### config.mk
export PLATFORM = sky130hd
export DESIGN_NAME = ex_lane_stage
export DESIGN_NICKNAME = d
export VERILOG_FILES = /design/src/rtl/ex_lane_stage_pkg.sv /design/src/rtl/ex_mem_seq.sv /design/src/rtl/ex_lane_stage.sv
export SDC_FILE = /design/constraint.sdc
export NUM_CORES = 1
export LEC_CHECK = 0
export BUFFER_PORTS_ARGS = -buffer_cell sky130_fd_sc_hd__buf_2
export CAP_MARGIN = 20
export CORE_AREA = 4 4 483 485
export CTS_BUF_LIST = sky130_fd_sc_hd__clkbuf_4
export CTS_CLUSTER_SIZE = 16
export DETAILED_ROUTE_END_ITERATION = 8
export DIE_AREA = 0 0 487 489
export PLACE_DENSITY = 0.3
export SYNTH_ARGS = -nofsm -noshare
export SYNTH_HDL_FRONTEND = slang
export SYNTH_SLANG_ARGS = --single-unit
export TNS_END_PERCENT = 30
### constraint.sdc
create_clock -name clk -period 17.3 [get_ports clk]
set_clock_uncertainty 0.15 [all_clocks]
set_input_delay 0.865 -clock clk [delete_from_list [all_inputs] [get_ports clk]]
set_output_delay 0.865 -clock clk [all_outputs]
set_load 0.005 [all_outputs]
### src/rtl/ex_lane_stage_pkg.sv
// rtl/ex_lane_stage_pkg.sv - shared constants, stall encodings and sequencer state for ex_lane_stage
package ex_lane_stage_pkg;

  localparam int   STALL_BUS_W     = 6;
  localparam int   INST_BUS_WD     = 251;
  localparam logic STOP            = 1'b1;
  localparam logic NO_STOP         = 1'b0;
  localparam int   STALL_REG_BIT   = 2;
  localparam int   STALL_EXMEM_BIT = 3;

  typedef enum logic {
    EXSEQ_IDLE = 1'b0,
    EXSEQ_SEQ  = 1'b1
  } exseq_state_e;

  typedef struct packed {
    logic        en;
    logic [3:0]  wen;
    logic [31:0] addr;
    logic [31:0] wdata;
  } sram_req_t;

  // {switch, lane buses, valid bits}
  function automatic int id_to_ex_wd(input int lanes, input int lane_w);
    return 1 + lanes * lane_w + lanes;
  endfunction

endpackage

### src/rtl/ex_mem_seq.sv
// rtl/ex_mem_seq.sv - serialises per-lane data SRAM requests onto the single SRAM port
// Lowest pending lane wins; a served mask carries the multi-cycle sequence.
module ex_mem_seq
  import ex_lane_stage_pkg::*;
#(
  parameter int LANES = 2
) (
  input  logic                 clk,
  input  logic                 rst,
  input  logic                 flush,
  input  logic [LANES-1:0]     lane_valid,
  input  logic [LANES-1:0]     lane_mem_req,
  input  logic [LANES*4-1:0]   lane_mem_wen,
  input  logic [LANES*32-1:0]  lane_mem_addr,
  input  logic [LANES*32-1:0]  lane_mem_wdata,
  output logic                 data_sram_en,
  output logic [3:0]           data_sram_wen,
  output logic [31:0]          data_sram_addr,
  output logic [31:0]          data_sram_wdata,
  output logic [LANES-1:0]     mem_grant_q,
  output logic [LANES-1:0]     mem_served,
  output logic                 stallreq
);

  exseq_state_e     state_q, state_d;
  logic [LANES-1:0] served_q, served_d;
  logic [LANES-1:0] grant_q, grant_d;
  logic [LANES-1:0] pend, grant;
  logic [2:0]       pend_cnt;
  sram_req_t        sram;

  always_comb begin
    pend     = lane_mem_req & lane_valid & ~served_q;
    grant    = pend & (~pend + LANES'(1));
    pend_cnt = 3'($countones(pend));

    sram = '0;
    for (int i = 0; i < LANES; i++) begin
      if (grant[i]) begin
        sram.en    = 1'b1;
        sram.wen   = lane_mem_wen[i*4 +: 4];
        sram.addr  = lane_mem_addr[i*32 +: 32];
        sram.wdata = lane_mem_wdata[i*32 +: 32];
      end
    end
    // a flushed access must not reach the SRAM, even mid-sequence
    if (flush) begin
      sram.en  = 1'b0;
      sram.wen = '0;
    end
  end

  always_comb begin
    state_d  = state_q;
    served_d = served_q;
    stallreq = 1'b0;
    case (state_q)
      EXSEQ_IDLE: begin
        if (LANES > 1 && pend_cnt >= 3'd2) begin
          stallreq = 1'b1;
          served_d = served_q | grant;
          state_d  = EXSEQ_SEQ;
        end
      end
      EXSEQ_SEQ: begin
        if (pend_cnt >= 3'd2) begin
          stallreq = 1'b1;
          served_d = served_q | grant;
        end else begin
          served_d = '0;
          state_d  = EXSEQ_IDLE;
        end
      end
    endcase
    if (flush) begin
      served_d = '0;
      state_d  = EXSEQ_IDLE;
    end
    grant_d = flush ? '0 : grant;
  end

  always_ff @(posedge clk or posedge rst) begin
    if (rst) begin
      state_q  <= EXSEQ_IDLE;
      served_q <= '0;
      grant_q  <= '0;
    end else begin
      state_q  <= state_d;
      served_q <= served_d;
      grant_q  <= grant_d;
    end
  end

  assign data_sram_en    = sram.en;
  assign data_sram_wen   = sram.wen;
  assign data_sram_addr  = sram.addr;
  assign data_sram_wdata = sram.wdata;
  assign mem_grant_q     = grant_q;
  assign mem_served      = served_q;

endmodule

### src/rtl/ex_lane_stage.sv
// rtl/ex_lane_stage.sv - N-lane ID->EX register with valid gating and shared data SRAM sequencer
// EX_MEM_PERF_CNT_EN adds perf_mem_stall_cnt, a count of EX stall cycles caused by the sequencer.
module ex_lane_stage
  import ex_lane_stage_pkg::*;
#(
  parameter int LANES   = 2,
  parameter int LANE_W  = INST_BUS_WD,
  parameter int STALL_W = STALL_BUS_W
) (
  input  logic                        clk,
  input  logic                        rst,
  input  logic                        flush,
  input  logic [STALL_W-1:0]          stall,
  input  logic [LANES*LANE_W+LANES:0] id_to_ex_bus,
  output logic [LANES*LANE_W-1:0]     lane_bus,
  output logic [LANES-1:0]            lane_valid,
  output logic                        switch_o,
  input  logic [LANES-1:0]            lane_mem_req,
  input  logic [LANES*4-1:0]          lane_mem_wen,
  input  logic [LANES*32-1:0]         lane_mem_addr,
  input  logic [LANES*32-1:0]         lane_mem_wdata,
  output logic                        data_sram_en,
  output logic [3:0]                  data_sram_wen,
  output logic [31:0]                 data_sram_addr,
  output logic [31:0]                 data_sram_wdata,
  output logic [LANES-1:0]            mem_grant_q,
  output logic [LANES-1:0]            mem_served,
  output logic                        stallreq_for_ex
`ifdef EX_MEM_PERF_CNT_EN
  ,
  output logic [31:0]                 perf_mem_stall_cnt
`endif
);

  localparam int ID_W = id_to_ex_wd(LANES, LANE_W);

  logic [ID_W-1:0] id_q, id_d;
  logic            stall_unused;

  assign stall_unused = ^stall;

  // a stalled ID feeding a running MEM must inject a bubble, not repeat the instruction
  always_comb begin
    id_d = id_q;
    if (flush) begin
      id_d = '0;
    end else if (stall[STALL_REG_BIT] == STOP && stall[STALL_EXMEM_BIT] == NO_STOP) begin
      id_d = '0;
    end else if (stall[STALL_REG_BIT] == NO_STOP) begin
      id_d = id_to_ex_bus;
    end
  end

  always_ff @(posedge clk or posedge rst) begin
    if (rst) id_q <= '0;
    else     id_q <= id_d;
  end

  assign lane_valid = id_q[LANES-1:0];
  assign switch_o   = id_q[ID_W-1];

  always_comb begin
    lane_bus = '0;
    for (int i = 0; i < LANES; i++) begin
      if (lane_valid[i]) lane_bus[i*LANE_W +: LANE_W] = id_q[LANES + i*LANE_W +: LANE_W];
    end
  end

  ex_mem_seq #(
    .LANES(LANES)
  ) u_mem_seq (
    .clk            (clk),
    .rst            (rst),
    .flush          (flush),
    .lane_valid     (lane_valid),
    .lane_mem_req   (lane_mem_req),
    .lane_mem_wen   (lane_mem_wen),
    .lane_mem_addr  (lane_mem_addr),
    .lane_mem_wdata (lane_mem_wdata),
    .data_sram_en   (data_sram_en),
    .data_sram_wen  (data_sram_wen),
    .data_sram_addr (data_sram_addr),
    .data_sram_wdata(data_sram_wdata),
    .mem_grant_q    (mem_grant_q),
    .mem_served     (mem_served),
    .stallreq       (stallreq_for_ex)
  );

`ifdef EX_MEM_PERF_CNT_EN
  logic [31:0] perf_cnt_q, perf_cnt_d;

  always_comb perf_cnt_d = perf_cnt_q + {31'd0, stallreq_for_ex};

  always_ff @(posedge clk or posedge rst) begin
    if (rst) perf_cnt_q <= '0;
    else     perf_cnt_q <= perf_cnt_d;
  end

  assign perf_mem_stall_cnt = perf_cnt_q;
`endif

endmodule

======== Word-level counts from Yosys, hierarchy flattened ========
Index checks and enable logic that the tools add are counted.
word-level totals
  input bits .............................. 652
  word-level logic and storage cells ...... 33
  output and inout bits ................... 579
  register bits after elaboration ......... 510
operators by class
  muxes and demuxes ....................... 15
  add/subtract/negate cells ............... 2
  reductions and logical operators ........ 1
  bitwise logic cells ..................... 8
  magnitude comparators ................... 1
  eq/ne operators ......................... 2
operator list
  operator                                                count
  two-way mux 505 bit                                     3
  two-way mux 251 bit                                     2
  two-way mux 69 bit                                      2
  two-way mux 2 bit                                       4
  AND 2 bit                                               3
  inequality test 3 x 2 -> 1 bit (second input constant)  2
  two-way mux 5 bit                                       1
  inverter 2 bit                                          2
  case mux 2 bit (2 select lines)                         1
  >= comparator 3 x 2 -> 1 bit (second input constant)    1
  adder 1 x 1 -> 2 bit                                    1
  adder 2 x 1 -> 2 bit (second input constant)            1
  two-way mux 1 bit                                       2
  inverter 1 bit                                          2
  bitwise OR 2 bit                                        1
  logical AND 1 bit                                       1

======== Logic depth before layout (Yosys ltp) ========
  depth after elaboration ................. 9
  mapped depth ............................ 5

======== By module ========
A second synthesis with hierarchy kept.
second synthesis, totals
  cell total of the unflattened synthesis .. 1,852
  area total of the unflattened synthesis .. 23,372.4 µm²
by module, submodules not included
  module         area an instance (µm²)  cells each  sequential area each (µm²)  instances
  ex_lane_stage  22,392.7                1,741       12,637.1                    1
  ex_mem_seq     979.7                   111         125.1                       1

======== Worst setup path before layout ========
OpenSTA, ideal clock, no wires.
  kind .................................... input to output
  start point ............................. input lane_mem_req[0]
  end point ............................... output data_sram_addr[0]
  buffers on the path ..................... 2
  arrival time ............................ 1,677 ps
  slack ................................... 14,608 ps
  stages .................................. 5
  required time ........................... 16,285 ps
  path through ............................ and3b_1 buf_2 nor2_4 buf_4 a22o_1
between the ends
  longest elaborated chain between the ends .. 7
ends and longest elaborated chain
  item                       line                 RTL
  start: declaration         ex_lane_stage.sv:18  input logic [LANES-1:0] lane_mem_req,
  AND 2 bit * (2 in series)  ex_mem_seq.sv:33     pend = lane_mem_req & lane_valid & ~served_q;
  inverter 2 bit             ex_mem_seq.sv:34     grant = pend & (~pend + LANES'(1));
  adder 2 x 1 -> 2 bit       ex_mem_seq.sv:34
  AND 2 bit *                ex_mem_seq.sv:34
  two-way mux 69 bit         ex_mem_seq.sv:39     if (grant[i]) begin
  two-way mux 69 bit *       ex_mem_seq.sv:39
  end: declaration           ex_lane_stage.sv:24  output logic [31:0] data_sram_addr,
Every way passes the cells marked *; elsewhere a longest branch is shown, timed or not.

======== Final worst setup path ========
  start point ............................. register id_q[0]
  end point ............................... output data_sram_addr[1]
between the ends
  longest elaborated chain between the ends .. 7
ends and longest elaborated chain
  item                       line                 RTL
  start: declaration         ex_lane_stage.sv:37  logic [ID_W-1:0] id_q, id_d;
  start signal: assignment   ex_lane_stage.sv:56  else id_q <= id_d;
  AND 2 bit * (2 in series)  ex_mem_seq.sv:33
  inverter 2 bit             ex_mem_seq.sv:34
  adder 2 x 1 -> 2 bit       ex_mem_seq.sv:34
  AND 2 bit *                ex_mem_seq.sv:34
  two-way mux 69 bit         ex_mem_seq.sv:39
  two-way mux 69 bit *       ex_mem_seq.sv:39
Marked as above.

==> metrics <==
fin crit share 29.1%; global-route wire length before repair 192000 um; Core ar. 229000 um2; Worst setup startpoint id_q[0]$_DFFE_PP0P_; Req. time, crit path 16.28 ns; largest net degree at the start of global routing 172; # IOs 1231; most frequent cells in the layout 1226 x buf_2, 569 x a22o_1, 517 x dlygate4sd3_1; Clock Latency Late Sink 1.08 ns; Layout Nets 4204; Seq/Total Area, Yosys 57.8%; initial antenna violation count 57; arrival time worst endpoint 4.01 ns; vias per cell 3.29; FF-to-FF Start id_q[0]$_DFFE_PP0P_; status finished, final reports clean; syn avg cell area 12.3 um2; die area 238000 um2; CP Max Fanout 71; Port Buffers 1226; worst hold path depth 1; Post-Synth XOR/XNOR Area 0%; Reg2Reg Depth 4; clock-pin slew on the worst setup and hold paths 0.07 ns; FMAX 199 MHz; simple logic cell fraction of the synthesized area 14.9%; CTS tree done; Syn Std Cell Area 22100 um2; Global Route Usage Sum 11.3%; mux contribution to synthesized area 0%; vias in the first global route 24118; CTS root buffer clkbuf_4; critical path startpoint category flop; final setup vio count 0; final-report max-slew violation count 0; Synth-to-Final Area Change 75.1%; drt first pass iters 4; initial drt markers 1109; MaxCap Viol Count 0; # placed instances 5889; post-route insts no fill 6717; most common cell after layout, fill and taps aside buf_2; CP Capture Type primary output; RSZ-0062 raised after global routing no; total negative slack 0 ns; GPL Wtd Cong 0.876; chip height 489 um; layout cells sized above 1 41.6%; Max transition margin 26.0%; Antenna Violating Nets Remaining 0; H-Tree Level Count 4; vias 22088; TritonCTS buffer count 170; hold path start u_mem_seq.state_q$_DFF_PP0_; Peak VDD IR 0.0000448 V; FF+latch count, synth 510; worst slew pin tran 1.11 ns; Compound-Gate Fraction of Synth Area 22.7%; worst hold path class flop to flop; critical path class flop to primary output; Pleak 19.8 nW; routed length per placed instance 20.9 um; starting density of the core 9.62%; grt ovf 0; WL final 141000 um; Clock Path Buffers 3; die extent in x 487 um; DRC errors left 0; min Tclk post-route 5.03 ns; largest family of logic cells by synthesized area compound AO/OA/AOI/OAI gates; count of cell types in the netlist 19; YS warnings 0; Power Density 77.3 nW/um2; Hold Fails Final Rpt 0; Core Rows 176; Adder-Cell Fraction of Synth Area 0%; Mapped Cells 1795; Syn Nets 2447; clk sink count 510; dpl hpwl 106000 um
## worst max-delay path, cell delays in order, from the launching register on
cell and delay (ns):
dfrtp_4 0.68, and3b_4 0.26, buf_4 0.32, nor2_4 0.29
buf_4 0.56, a22o_1 0.45, buf_2 0.20
## worst paths after layout
path                       slack (ns)                             endpoint
max                             12.27                    data_sram_addr[1]
min                              0.28  u_mem_seq.mem_served[1]$_DFFE_PP0P_
max reg2reg                     15.15  u_mem_seq.mem_served[0]$_DFFE_PP0P_
min reg2reg                      0.28  u_mem_seq.mem_served[1]$_DFFE_PP0P_
max in group asynchronous       13.27                id_q[354]$_DFFE_PP0P_
min in group asynchronous        0.82                id_q[109]$_DFFE_PP0P_
## metal layers
layer  track usage [%]  vias to the layer above  wire [um]
li1                  -                    10129          -
met1              12.7                    10695      55000
met2              19.2                     1039      68600
met3              4.67                      207      13000
met4              3.83                       18       3980
met5                 0                        -        117
## cells in the mapped netlist
cell	instances	area share (%)
nand3b_1	2	0.068
buf_4	55	1.9
nor2_1	3	0.051
nor2b_1	1	0.028
a21oi_1	6	0.14
and2_1	502	14
and3b_1	2	0.079
a22o_1	569	23
dfrtp_1	510	58
nor3_1	2	0.045
buf_6	3	0.15
inv_1	1	0.017
clkbuf_1	56	0.95
buf_2	65	1.5
buf_1	5	0.085
nand3_1	4	0.091
nand2_1	5	0.085
nor2_4	3	0.15
nor3b_1	1	0.034
## flip-flops by register name, indices dropped and copies added, names as in the netlist
register               cells
id_q                     505
u_mem_seq.mem_served       2
u_mem_seq.mem_grant_q      2
u_mem_seq.state_q          1
## final cells by class
| cell class | instances | area [um2] |
|---|---|---|
| antenna | 35 | 87.6 |
| clock buffer | 248 | 1860 |
| clock inverter | 28 | 223 |
| fill | 25914 | 191000 |
| inverter | 1 | 11.3 |
| multi-input combinational | 1100 | 8300 |
| sequential | 510 | 12800 |
| tap | 3026 | 3790 |
| timing repair buffer | 1769 | 11600 |
## metrics by stage
step	power [mW]	hold slack, ns	setup WS, ns	util [%]	instance area [um2]
3_3_place_gp	1.60	0.276	12.39	13.6	31300
2_1_floorplan	1.42	0.258	2.04	-	22100
3_5_place_dp	1.60	0.274	12.46	13.6	31300
4_1_cts	3.10	0.0441	11.88	16.8	38500
6_report	2.98	0.279	12.27	16.8	38600
5_1_grt	3.19	0.0725	11.83	16.8	38600
## where the power goes
part / leakage [nW] / internal (mW) / total [mW] / switching (mW)
clock: 1.24 / 0.692 / 1.31 / 0.619
combinational: 11.7 / 0.199 / 0.388 / 0.189
sequential: 6.83 / 1.25 / 1.29 / 0.0364
## logic make-up (layout without fill, tap and decap cells)
logic type	Yosys count	after routing
other	0	35
buffers and inverters	185	2046
DFF	510	510
and+or+nand+nor	525	525
AOI/OAI and AO/OA	575	575
## timing repair
action,4_1_cts,5_1_grt
hold endpoints to repair,562,0
resized for setup,0,0
buffers inserted,0,0
hold buffers,517,0
(Power assumes the default switching activity.)
